<file path="config.mk">
export PLATFORM = sky130hd
export DESIGN_NAME = motor_stim_gen
export DESIGN_NICKNAME = d
export VERILOG_FILES = /design/src/rtl/motor_stim_gen.sv
export SDC_FILE = /design/constraint.sdc
export NUM_CORES = 1
export LEC_CHECK = 0
export BUFFER_PORTS_ARGS = -buffer_cell sky130_fd_sc_hd__clkbuf_2
export CELL_PAD_IN_SITES_DETAIL_PLACEMENT = 1
export CELL_PAD_IN_SITES_GLOBAL_PLACEMENT = 1
export CORE_UTILIZATION = 45
export DETAILED_ROUTE_END_ITERATION = 10
export GPL_TIMING_DRIVEN = 0
export PLACE_DENSITY_LB_ADDON = 0.05
export SYNTH_ARGS = -nofsm -noshare
export SYNTH_HDL_FRONTEND = slang
export SYNTH_SLANG_ARGS = --single-unit
</file>
<file path="constraint.sdc">
create_clock -name clk -period 5.45 [get_ports clk]
set_input_delay 0.2725 -clock clk [delete_from_list [all_inputs] [get_ports clk]]
set_output_delay 0.2725 -clock clk [all_outputs]
set_load 0.02 [all_outputs]
</file>
<file path="src/rtl/motor_stim_gen.sv">
// Stimulus generator for a motor controller: plays an x=1,0,1 sensor pattern,
// waits for grant g, answers on y after a programmable delay and reports pass/timeout.
module motor_stim_gen #(
    parameter int PRE_GAP = 2,
    parameter int TIMEOUT = 8
) (
    input  logic       clk,
    input  logic       resetn,
    input  logic       f,
    input  logic       g,
    input  logic [2:0] y_dly,
    output logic       x,
    output logic       y,
    output logic       busy,
    output logic       done,
    output logic       pass,
    output logic       timeout,
    output logic [3:0] state_dbg
);

    typedef enum logic [3:0] {
        IDLE  = 4'd0,
        GAP   = 4'd1,
        PAT1  = 4'd2,
        PAT0  = 4'd3,
        PAT2  = 4'd4,
        WAITG = 4'd5,
        YDLY  = 4'd6,
        HOLD  = 4'd7,
        DONE  = 4'd8
    } state_t;

    localparam logic [7:0] GAP_LAST  = 8'(PRE_GAP - 1);
    localparam logic [7:0] WAIT_LAST = 8'(TIMEOUT - 1);
    localparam logic [7:0] HOLD_LAST = 8'd3;

    state_t     state;
    logic [7:0] cnt;
    logic [2:0] dly_reg;
    logic       hold_ok;

    always_ff @(posedge clk or negedge resetn) begin
        if (!resetn) begin
            state   <= IDLE;
            cnt     <= 8'd0;
            dly_reg <= 3'd0;
            hold_ok <= 1'b0;
            pass    <= 1'b0;
            timeout <= 1'b0;
        end else begin
            case (state)
                IDLE: begin
                    if (f) begin
                        state   <= GAP;
                        dly_reg <= y_dly;
                        pass    <= 1'b0;
                        timeout <= 1'b0;
                        cnt     <= 8'd0;
                    end
                end
                GAP: begin
                    if (cnt == GAP_LAST) begin
                        state <= PAT1;
                        cnt   <= 8'd0;
                    end else begin
                        cnt <= cnt + 8'd1;
                    end
                end
                PAT1: state <= PAT0;
                PAT0: state <= PAT2;
                PAT2: begin
                    state <= WAITG;
                    cnt   <= 8'd0;
                end
                WAITG: begin
                    // A grant on the last allowed edge still wins over the timeout.
                    if (g) begin
                        cnt     <= 8'd0;
                        hold_ok <= 1'b1;
                        state   <= (dly_reg == 3'd0) ? HOLD : YDLY;
                    end else if (cnt == WAIT_LAST) begin
                        timeout <= 1'b1;
                        pass    <= 1'b0;
                        cnt     <= 8'd0;
                        state   <= DONE;
                    end else begin
                        cnt <= cnt + 8'd1;
                    end
                end
                YDLY: begin
                    if (cnt == ({5'd0, dly_reg} - 8'd1)) begin
                        state   <= HOLD;
                        cnt     <= 8'd0;
                        hold_ok <= 1'b1;
                    end else begin
                        cnt <= cnt + 8'd1;
                    end
                end
                HOLD: begin
                    if (cnt == HOLD_LAST) begin
                        pass    <= hold_ok & g;
                        timeout <= 1'b0;
                        cnt     <= 8'd0;
                        state   <= DONE;
                    end else begin
                        hold_ok <= hold_ok & g;
                        cnt     <= cnt + 8'd1;
                    end
                end
                DONE:    state <= IDLE;
                default: state <= IDLE;
            endcase
        end
    end

    assign x         = (state == PAT1) || (state == PAT2);
    assign y         = (state == HOLD);
    assign busy      = (state != IDLE);
    assign done      = (state == DONE);
    assign state_dbg = state;

endmodule

</file>
== After elaboration in Yosys (flattened, before gate mapping) ==
Index checks and enable logic that the tools add are counted.
Word-level totals
  input port bits: 7
  bits in registers: 18
  word-level logic and storage cells: 70
  output and inout port bits: 10
Operators by class
  equality and inequality tests: 21
  reduce and logical (&&, ||, !) cells: 12
  mux-type cells: 28
  add/sub/neg operators: 2
  bitwise logic cells: 1
Operators by type and width (count)
  two-way mux 8 bit: 6
  one-hot mux 8 bit (6 select lines): 1
  one-hot mux 4 bit (8 select lines): 1
  two-way mux 4 bit: 6
  equality test 4 x 3 -> 1 bit, second input constant: 4
  != test 2 bit, second input constant: 7
  two-way mux 1 bit: 11
  AND reduction 5 bit: 2
  one-hot mux 1 bit (3 select lines): 3
  adder 8 x 1 -> 8 bit, second input constant: 1
  equality test 4 x 2 -> 1 bit, second input constant: 2
  equality test 8 x 1 -> 1 bit, second input constant: 1
  equality test 8 x 2 -> 1 bit, second input constant: 1
  equality test 8 x 3 -> 1 bit, second input constant: 1
  equality test 8 bit: 1
  nonzero test 3 bit: 2
  nonzero test 6 bit: 1
  equality test 4 x 1 -> 1 bit, second input constant: 1
  equality test 4 bit, second input constant: 1
  logical NOT 4 bit: 1
  AND reduction 2 bit: 2
  AND reduction 4 bit: 1
  nonzero test 4 bit: 1
  subtractor 3 x 1 -> 4 bit, second input constant: 1
  other kinds (5): 5

== Depth between registers and ports, before layout ==
Gate-level depths: netlist of run 1.
  depth after elaboration: 4
  mapped depth: 10
  mapped depth without buffers: 9

== Least setup slack after synthesis of run 1 ==
No wires, ideal clock.
  path type: register to register
  from: reg cnt[3]
  to: reg state[1] (netlist: state_dbg[1])
  path buffers: 1
  period minus slack after synthesis: 2.314 ns
  stages on the path, launching flop included: 7
  data required time: 5.325 ns
  slack: 3.136 ns
  library setup time: 0.125 ns
  arrival time: 2.189 ns
  path through: dfrtp_1 or4_1 o211a_1 or3_1 buf_2 nor3_2 mux2_2
On the way
  longest elaborated chain between the ends: 3
  elaborated cells between the ends (all ways): 9
  those cells by class: eq/ne (8); reduce/logical (1)
Ends and longest elaborated chain
  from (decl): line 38  | logic [7:0] cnt;
  from (signal assigned): line 66  | cnt <= cnt + 8'd1;
  from (signal assigned): line 87  | cnt <= cnt + 8'd1;
  from (signal assigned): line 96  | cnt <= cnt + 8'd1;
  equality test 8 x 3 -> 1 bit, or another cell as far along: line 81  | end else if (cnt == WAIT_LAST) begin
  != test 3 bit (no line), or another cell as far along
  AND reduction 5 bit (no line) (*)
  to (signal assigned): line 80  | state <= (dly_reg == 3'd0) ? HOLD : YDLY;
  to (decl): line 37  | state_t state;
Mark *: on every way between the ends. The rest lies on a longest branch, timed or not.
A chain may end at the register's enable or synchronous reset.

== Worst setup path in the final report of run 1 ==
  from: reg cnt[3]
  to: reg state[2] (netlist: state_dbg[2])
Same word-level chain as after synthesis.

==> impl_metrics.csv, run 1 <==
group,metric,value,unit
status,status,"finished, final reports clean",
hold_path,hold_path_class,"in2reg",
final_layout,mostFrequentLayoutCell,"dfrtp_1",
synthesis,syn-instance-count,144,
setup_path,critPathCaptureType,"register",
synthesis,yosysWarnings,0,
floorplan,row_count,18,
synthesis,synth_area_leader_cell,"dfrtp_1",
pwr,power_leakage,0.649,nW
setup_path,cp_data_required_time,5.63,ns
routing,vias_per_cell,5.78,
routing,drc,0,
routing,met3_length,96,um
clock_tree,cts_root_buffer,"clkbuf_4",
floorplan,floorplan.io_pins,17,
global_routing,antenna_found_initial,0,
final_layout,num_antenna_cells,0,
routing,wirelength,3190,um
global_routing,grt_overflow,0,
sta,rsz0062_at_grt,"no",
setup_path,path_max_fanout,7,
sta,setup_tns,0,ns
clock_tree,clkTransAtPathRegs,0.11,ns
floorplan,core_region_area,0.00252,sq mm
clock_tree,cts.htree.levels,1,
synthesis,syn_area,0.00123,sq mm
global_routing,grt_usage,0.244,
placed_design,numPortBuffers,16,
setup_path,worst_path_largest_cell_delay,0.59,ns
synthesis,ys_seq_elements,18,
synthesis,synth_top_area_share,0.366,
global_routing,grt_pass1_wl,5020,um
floorplan,die-area,0.00295,sq mm
sta,fmax,389,MHz
sta,hold_viol_final,0,
setup_path,path_class,"reg2reg",
routing,drt-pass1-iter-count,4,
run,cap_violations,0,
routing,wl_met1,1470,um
setup_path,crit_chain,"or4_1 -> nor3_1 -> o21ai_0 -> a21o_1 -> nor3_2 -> mux2_2",
placed_design,post-dp-hpwl,2460,um
pwr,ir_drop,0.000317,V
setup_path,slowest_stage,"or4_1",
routing,top_layer,"met4",
sta,slew_violations,0,
final_layout,multi_input_area,714,sq um
routing,drtIter0Drc,16,
placed_design,globalplace.congestion,0.800,
floorplan,initial_core_util,0.488,
sta,worst_pin_slew,0.557,ns
final_layout,drive_above_1_share,0.182,
sta,skew,0.00170,ns
final_layout,largest_register_ff_count,8,
final_layout,final_core_util,0.553,
synthesis,synth.distinct_cells,39,
synthesis,synth.avg_cell_area,8.54,sq um
floorplan,die_w,54.3,um
pwr,cellPowerDensity,586,mW/mm^2
synthesis,yosysSeqAreaShare,0.366,
floorplan,die_h,54.3,um
global_routing,first_global_vias,1096,
setup_path,crit_arrival,2.76,ns
clock_tree,clk_latency,0.29,ns
synthesis,ys.flop_type,"dfrtp_1",
setup_path,cp-start-kind,"register",
clock_tree,clock_path_buffers,2,
final_layout,regArea,450,sq um
final_layout,syn_to_final_growth,13.3,%
routing,wl_per_cell,16.4,um
synthesis,yosys-top-cells-area,"dfrtp_1, mux2_2, ha_1, nand2_1, nor2_1",
synthesis,ys_async_sr_fraction,1.00,
setup_path,rrSetupSlack,2.88,ns
clock_tree,cts_sinks,18,
clock_tree,numCtsBuffers,3,
routing,num_vias,1128,
final_layout,final_cell_mix,"dfrtp_1, clkbuf_2, nand2_1",
final_layout,fillers,327,
sta,min_period,2.57,ns
sta,setup_violations,0,
clock_tree,cts_tree,"built",
routing,wl_met2,1530,um
global_routing,grt_max_degree,19,
sta,timing.hold.ws,0.207,ns
routing,ant_nets,0,
final_layout,nets,177,
synthesis,synth_edf_count,0,
sta,relSlewSlack,0.628,
sta,finalCritPeriodShare,0.472,
synthesis,synth_nets,155,
stage by stage:
step	cells	power [W]	cell area (sq um)	setup WS, ns
after global placement	190	0.000707	1350	2.95
after detailed placement	190	0.000733	1350	2.90
after CTS	195	0.000819	1390	2.89
after floorplan	144	0.000586	1230	3.14
after global routing	195	0.000883	1390	2.78
final	195	0.000817	1390	2.88
routing by layer:
metal	track usage	up-vias
li1	-	557
met1	0.316	534
met2	0.404	27
met3	0.0389	10
met4	0.0940	0
met5	0	-
synth_stat cells (3+ instances only):
| cell type | count |
|---|---|
| inv_1 | 9 |
| nor2b_1 | 3 |
| clkbuf_1 | 7 |
| nand2b_1 | 4 |
| nor3_1 | 7 |
| ha_1 | 4 |
| a31oi_1 | 3 |
| nand3_1 | 5 |
| nor2_1 | 11 |
| a21o_1 | 3 |
| xor2_1 | 4 |
| a21oi_1 | 7 |
| nand2_1 | 12 |
| dfrtp_1 | 18 |
| mux2_2 | 6 |
| o21ai_0 | 8 |
| or3_1 | 5 |
logic make-up (layout without fill, tap and decap cells):
kind of cell / after synthesis / after routing / synth area share
AO/OA/AOI/OAI: 33 / 33 / 0.179
XOR/XNOR: 6 / 6 / 0.0427
adder cells (fa/ha/maj): 4 / 4 / 0.0407
buffers and inverters: 17 / 38 / 0.0529
flip-flops: 18 / 18 / 0.366
multiplexers: 6 / 6 / 0.0549
AND/OR/NAND/NOR: 60 / 60 / 0.263
where the power goes:
group,switching (W),total [W],internal (W)
combinational,0.000313,0.000512,0.000199
clock,0.0000429,0.0000836,0.0000406
sequential,0.0000454,0.000222,0.000176
layout make-up:
| cell class | instances | share of cell area |
|---|---|---|
| sequential | 18 | 0.323 |
| clock buffer | 4 | 0.0260 |
| buffer | 8 | 0.0224 |
| tap | 30 | 0.0269 |
| multi-input combinational | 109 | 0.513 |
| timing repair buffer | 17 | 0.0646 |
| inverter | 9 | 0.0242 |
path summary, 6_finish.rpt:
| path | end | start | cells past startpoint |
|---|---|---|---|
| max in group asynchronous | cnt[1] | resetn | 2 |
| min reg2reg | hold_ok | hold_ok | 2 |
| max | state_dbg[2] | cnt[3] | 6 |
| min in group asynchronous | state_dbg[3] | resetn | 2 |
| max reg2reg | state_dbg[2] | cnt[3] | 6 |
| min | dly_reg[0] | y_dly[0] | 2 |
worst max-delay path: cells and delay by family (launching register included):
| family | cells | cell delay (ns) |
|---|---|---|
| mux | 1 | 0.38 |
| flops | 1 | 0.45 |
| compound gates | 2 | 0.50 |
| simple gates | 3 | 1.13 |
timing repair:
item,CTS,global route
hold buffers,1,0
endpoints found under the hold margin,18,0
resized for setup,0,0
buffers inserted,0,0
No activity file was read; power rests on OpenSTA's default activity.
==> run 2: changes to the inputs <==
--- a/config.mk
+++ b/config.mk
@@ -5,10 +5,11 @@
 export SDC_FILE = /design/constraint.sdc
 export NUM_CORES = 1
 export LEC_CHECK = 0
+export ABC_AREA = 1
 export BUFFER_PORTS_ARGS = -buffer_cell sky130_fd_sc_hd__clkbuf_2
 export CELL_PAD_IN_SITES_DETAIL_PLACEMENT = 1
 export CELL_PAD_IN_SITES_GLOBAL_PLACEMENT = 1
-export CORE_UTILIZATION = 45
+export CORE_UTILIZATION = 41
 export DETAILED_ROUTE_END_ITERATION = 10
 export GPL_TIMING_DRIVEN = 0
 export PLACE_DENSITY_LB_ADDON = 0.05
==> constraint.sdc (replaced) <==
create_clock -name clk -period 2.6 [get_ports clk]
set_input_delay 0.13 -clock clk [delete_from_list [all_inputs] [get_ports clk]]
set_output_delay 0.13 -clock clk [all_outputs]
set_load 0.02 [all_outputs]
==> run 2 against run 1 <==
  * The flow now finishes with violations (design-rule violations)
  * Via count increased by 11%
  * Largest cell class unchanged
  * Global-route usage decreased by 2.1 points
  * Flip-flop and latch count unchanged
  * Synthesized cell count increased by 25%
  * Maximum frequency increased by 24%
==> impl_metrics.csv, run 2 <==
group,metric,value,unit
status,status,"finished, violations left",
status,violations,"design-rule violations",
synthesis,synth-compound-area-share,0.111,
floorplan,initial_core_util,0.450,
routing,ant_nets,0,
setup_path,cp_data_required_time,2.78,ns
synthesis,yosysSeqAreaShare,0.351,
synthesis,synth_top_area_share,0.351,
global_routing,grt_overflow,0,
sta,setup_violations,0,
sta,relSlewSlack,0.691,
routing,wl_per_cell,14.2,um
sta,timing.hold.ws,0.0780,ns
synthesis,ys_seq_elements,18,
synthesis,synth_top_family_by_area,"simple AND/OR/NAND/NOR gates",
synthesis,synth_area_leader_cell,"dfrtp_1",
placed_design,post-dp-hpwl,2620,um
final_layout,syn_to_final_growth,12.9,%
setup_path,path_class,"reg2reg",
global_routing,grt_pass1_wl,5640,um
synthesis,yosys-top-cells-area,"dfrtp_1, nand2_1, inv_1, nor2_1, nand3_1",
pwr,p_switching,0.000748,W
clock_tree,clkTransAtPathRegs,0.10,ns
final_layout,mostFrequentLayoutCell,"nand2_1",
pwr,power,0.00146,W
routing,drtIter0Drc,30,
sta,min_period,2.07,ns
synthesis,syn_area,0.00128,sq mm
clock_tree,clock_path_buffers,2,
synthesis,yosysWarnings,0,
setup_path,crit_chain,"inv_1 -> ha_1 -> ha_1 -> xnor2_1 -> nor2_1 -> nand3_1 -> nand2_1 -> nand3_2 -> o21ai_0 -> o21ai_0",
routing,vias_per_cell,5.40,
sta,slew_violations,0,
sta,skew,0.00849,ns
synthesis,ys_async_sr_fraction,1.00,
floorplan,die-area,0.00336,sq mm
pwr,power_leakage,0.805,nW
final_layout,nets,213,
run,cap_violations,0,
hold_path,hold_path_class,"in2reg",
pwr,pwr-share-clk,0.122,
global_routing,first_global_vias,1279,
synthesis,yosysMostFrequentCell,"nand2_1",
synthesis,ys.flop_type,"dfrtp_1",
synthesis,synth_commonest_cells,"nand2_1, inv_1, nor2_1",
synthesis,syn-instance-count,180,
sta,finalCritPeriodShare,0.795,
pwr,ir_drop,0.000453,V
synthesis,synth_nets,191,
routing,drt-pass1-iter-count,7,
setup_path,path_max_fanout,7,
clock_tree,cts_tree,"built",
pwr,power_frac_comb,0.581,
routing,num_vias,1253,
sta,worst_pin_slew,0.463,ns
synthesis,yosys.area_share.simple,0.356,
setup_path,worst_path_largest_cell_delay,0.39,ns
synthesis,synthMuxAreaShare,0,
floorplan,die_w,58.0,um
synthesis,synth_edf_count,0,
global_routing,antenna_found_initial,0,
final_layout,final_area,0.00145,sq mm
final_layout,final_cell_mix,"nand2_1, inv_1, nor2_1",
synthesis,synth.avg_cell_area,7.14,sq um
placed_design,globalplace.congestion,0.855,
pwr,swShare,0.513,
global_routing,grt_max_degree,19,
routing,wirelength,3280,um
sta,setup_tns,0,ns
clock_tree,cts_resized,0,
pwr,power.share.sequential,0.297,
pwr,p_int,0.000710,W
placed_design,numPortBuffers,16,
placed_design,postPlaceCellArea,0.00140,sq mm
floorplan,floorplan.io_pins,17,
clock_tree,cts.htree.levels,1,
synthesis,synth.distinct_cells,25,
clock_tree,numCtsBuffers,3,
clock_tree,cts_sinks,18,
synthesis,synthAdderAreaFrac,0.0389,
global_routing,grt_usage,0.223,
final_layout,drive_above_1_share,0.199,
setup_path,cp-start-kind,"register",
final_layout,num_antenna_cells,0,
floorplan,die_h,58.0,um
setup_path,critPathCaptureType,"register",
setup_path,slowest_stage,"dfrtp_1",
pwr,cellPowerDensity,1010,mW/mm^2
sta,rsz0062_at_grt,"no",
synthesis,synthXorXnorAreaFrac,0.0341,
sta,fmax,484,MHz
setup_path,crit_arrival,2.25,ns
final_layout,largest_register_ff_count,8,
sta,hold_viol_final,0,
floorplan,row_count,19,
routing,drc,1,
clock_tree,clk_latency,0.30,ns
floorplan,core_region_area,0.00285,sq mm
clock_tree,cts_root_buffer,"clkbuf_4",
-- run 2: changes by cell type in the layout (fill, tap and decap cells not counted), moves of 4 or more --
cell	delta
clkbuf_1	-7
nor2_1	+10
or3_1	-5
nand2b_1	-4
mux2_2	-6
inv_1	+21
nand4_1	+5
nand2_1	+24
nand3_1	+6
-- run 2: area by class of cell --
class,instances,area (sq um)
inverter,33,129
sequential,18,450
clock buffer,4,36.3
timing repair buffer,17,90.1
multi-input combinational,128,694
tap,31,38.8
fill,379,1400
buffer,1,11.3
-- run 2: power by group through the flow --
stage / Sequential (W) / Clock [W] / Combinational (W)
final: 0.000433 / 0.000178 / 0.000846
after global routing: 0.000443 / 0.000202 / 0.000949
after CTS: 0.000432 / 0.000187 / 0.000861
after detailed placement: 0.000438 / 0 / 0.000847
after global placement: 0.000434 / 0 / 0.000804
after floorplan: 0.000454 / 0 / 0.000597
-- run 2: repair_timing --
item                      4_1_cts  5_1_grt
hold endpoints to repair       18        0
hold buffers                    1        0
setup buffers                   0        0
-- run 2: metal layers --
| metal | vias up | GRT usage | share of wire |
|---|---|---|---|
| met3 | 9 | 0.0357 | 0.034 |
| met2 | 25 | 0.376 | 0.48 |
| met5 | - | 0 | 0 |
| met4 | 0 | 0.0918 | 0.022 |
| li1 | 614 | - | - |
| met1 | 605 | 0.283 | 0.47 |
-- run 2: worst paths after layout --
check                      slack [ns]    endpoint  cells after the start        from
max                              0.53      cnt[7]                     10  dly_reg[0]
max in group asynchronous        1.99      cnt[5]                      2      resetn
min in group asynchronous        0.29        pass                      2      resetn
min reg2reg                      0.50        pass                      2        pass
min                              0.08  dly_reg[1]                      3    y_dly[1]
max reg2reg                      0.53      cnt[7]                     10  dly_reg[0]
-- run 2: metrics by stage --
step                setup WS [ns]  instances  utilization
floorplan                   0.884        180            -
global placement            0.617        227        0.492
detailed placement          0.513        227        0.492
CTS                         0.481        232        0.508
global route                0.342        232        0.508
finish                      0.532        232        0.508
-- run 2: kinds of logic after synthesis --
kind of cell / count (synthesis)
AND/OR/NAND/NOR: 93
XOR/XNOR: 5
flip-flops: 18
AO/OA/AOI/OAI: 26
adder cells (fa/ha/maj): 4
buffers and inverters: 34
-- run 2: critical path, delay by kind of cell, from the launching register on --
family | cells | cell delay (ns)
xor gates and xnor gates | 1 | 0.13
DFF | 1 | 0.39
buffers and inverters | 1 | 0.08
and+or+nand+nor | 4 | 0.62
AOI/OAI and AO/OA | 2 | 0.24
adders and majority gates | 2 | 0.49
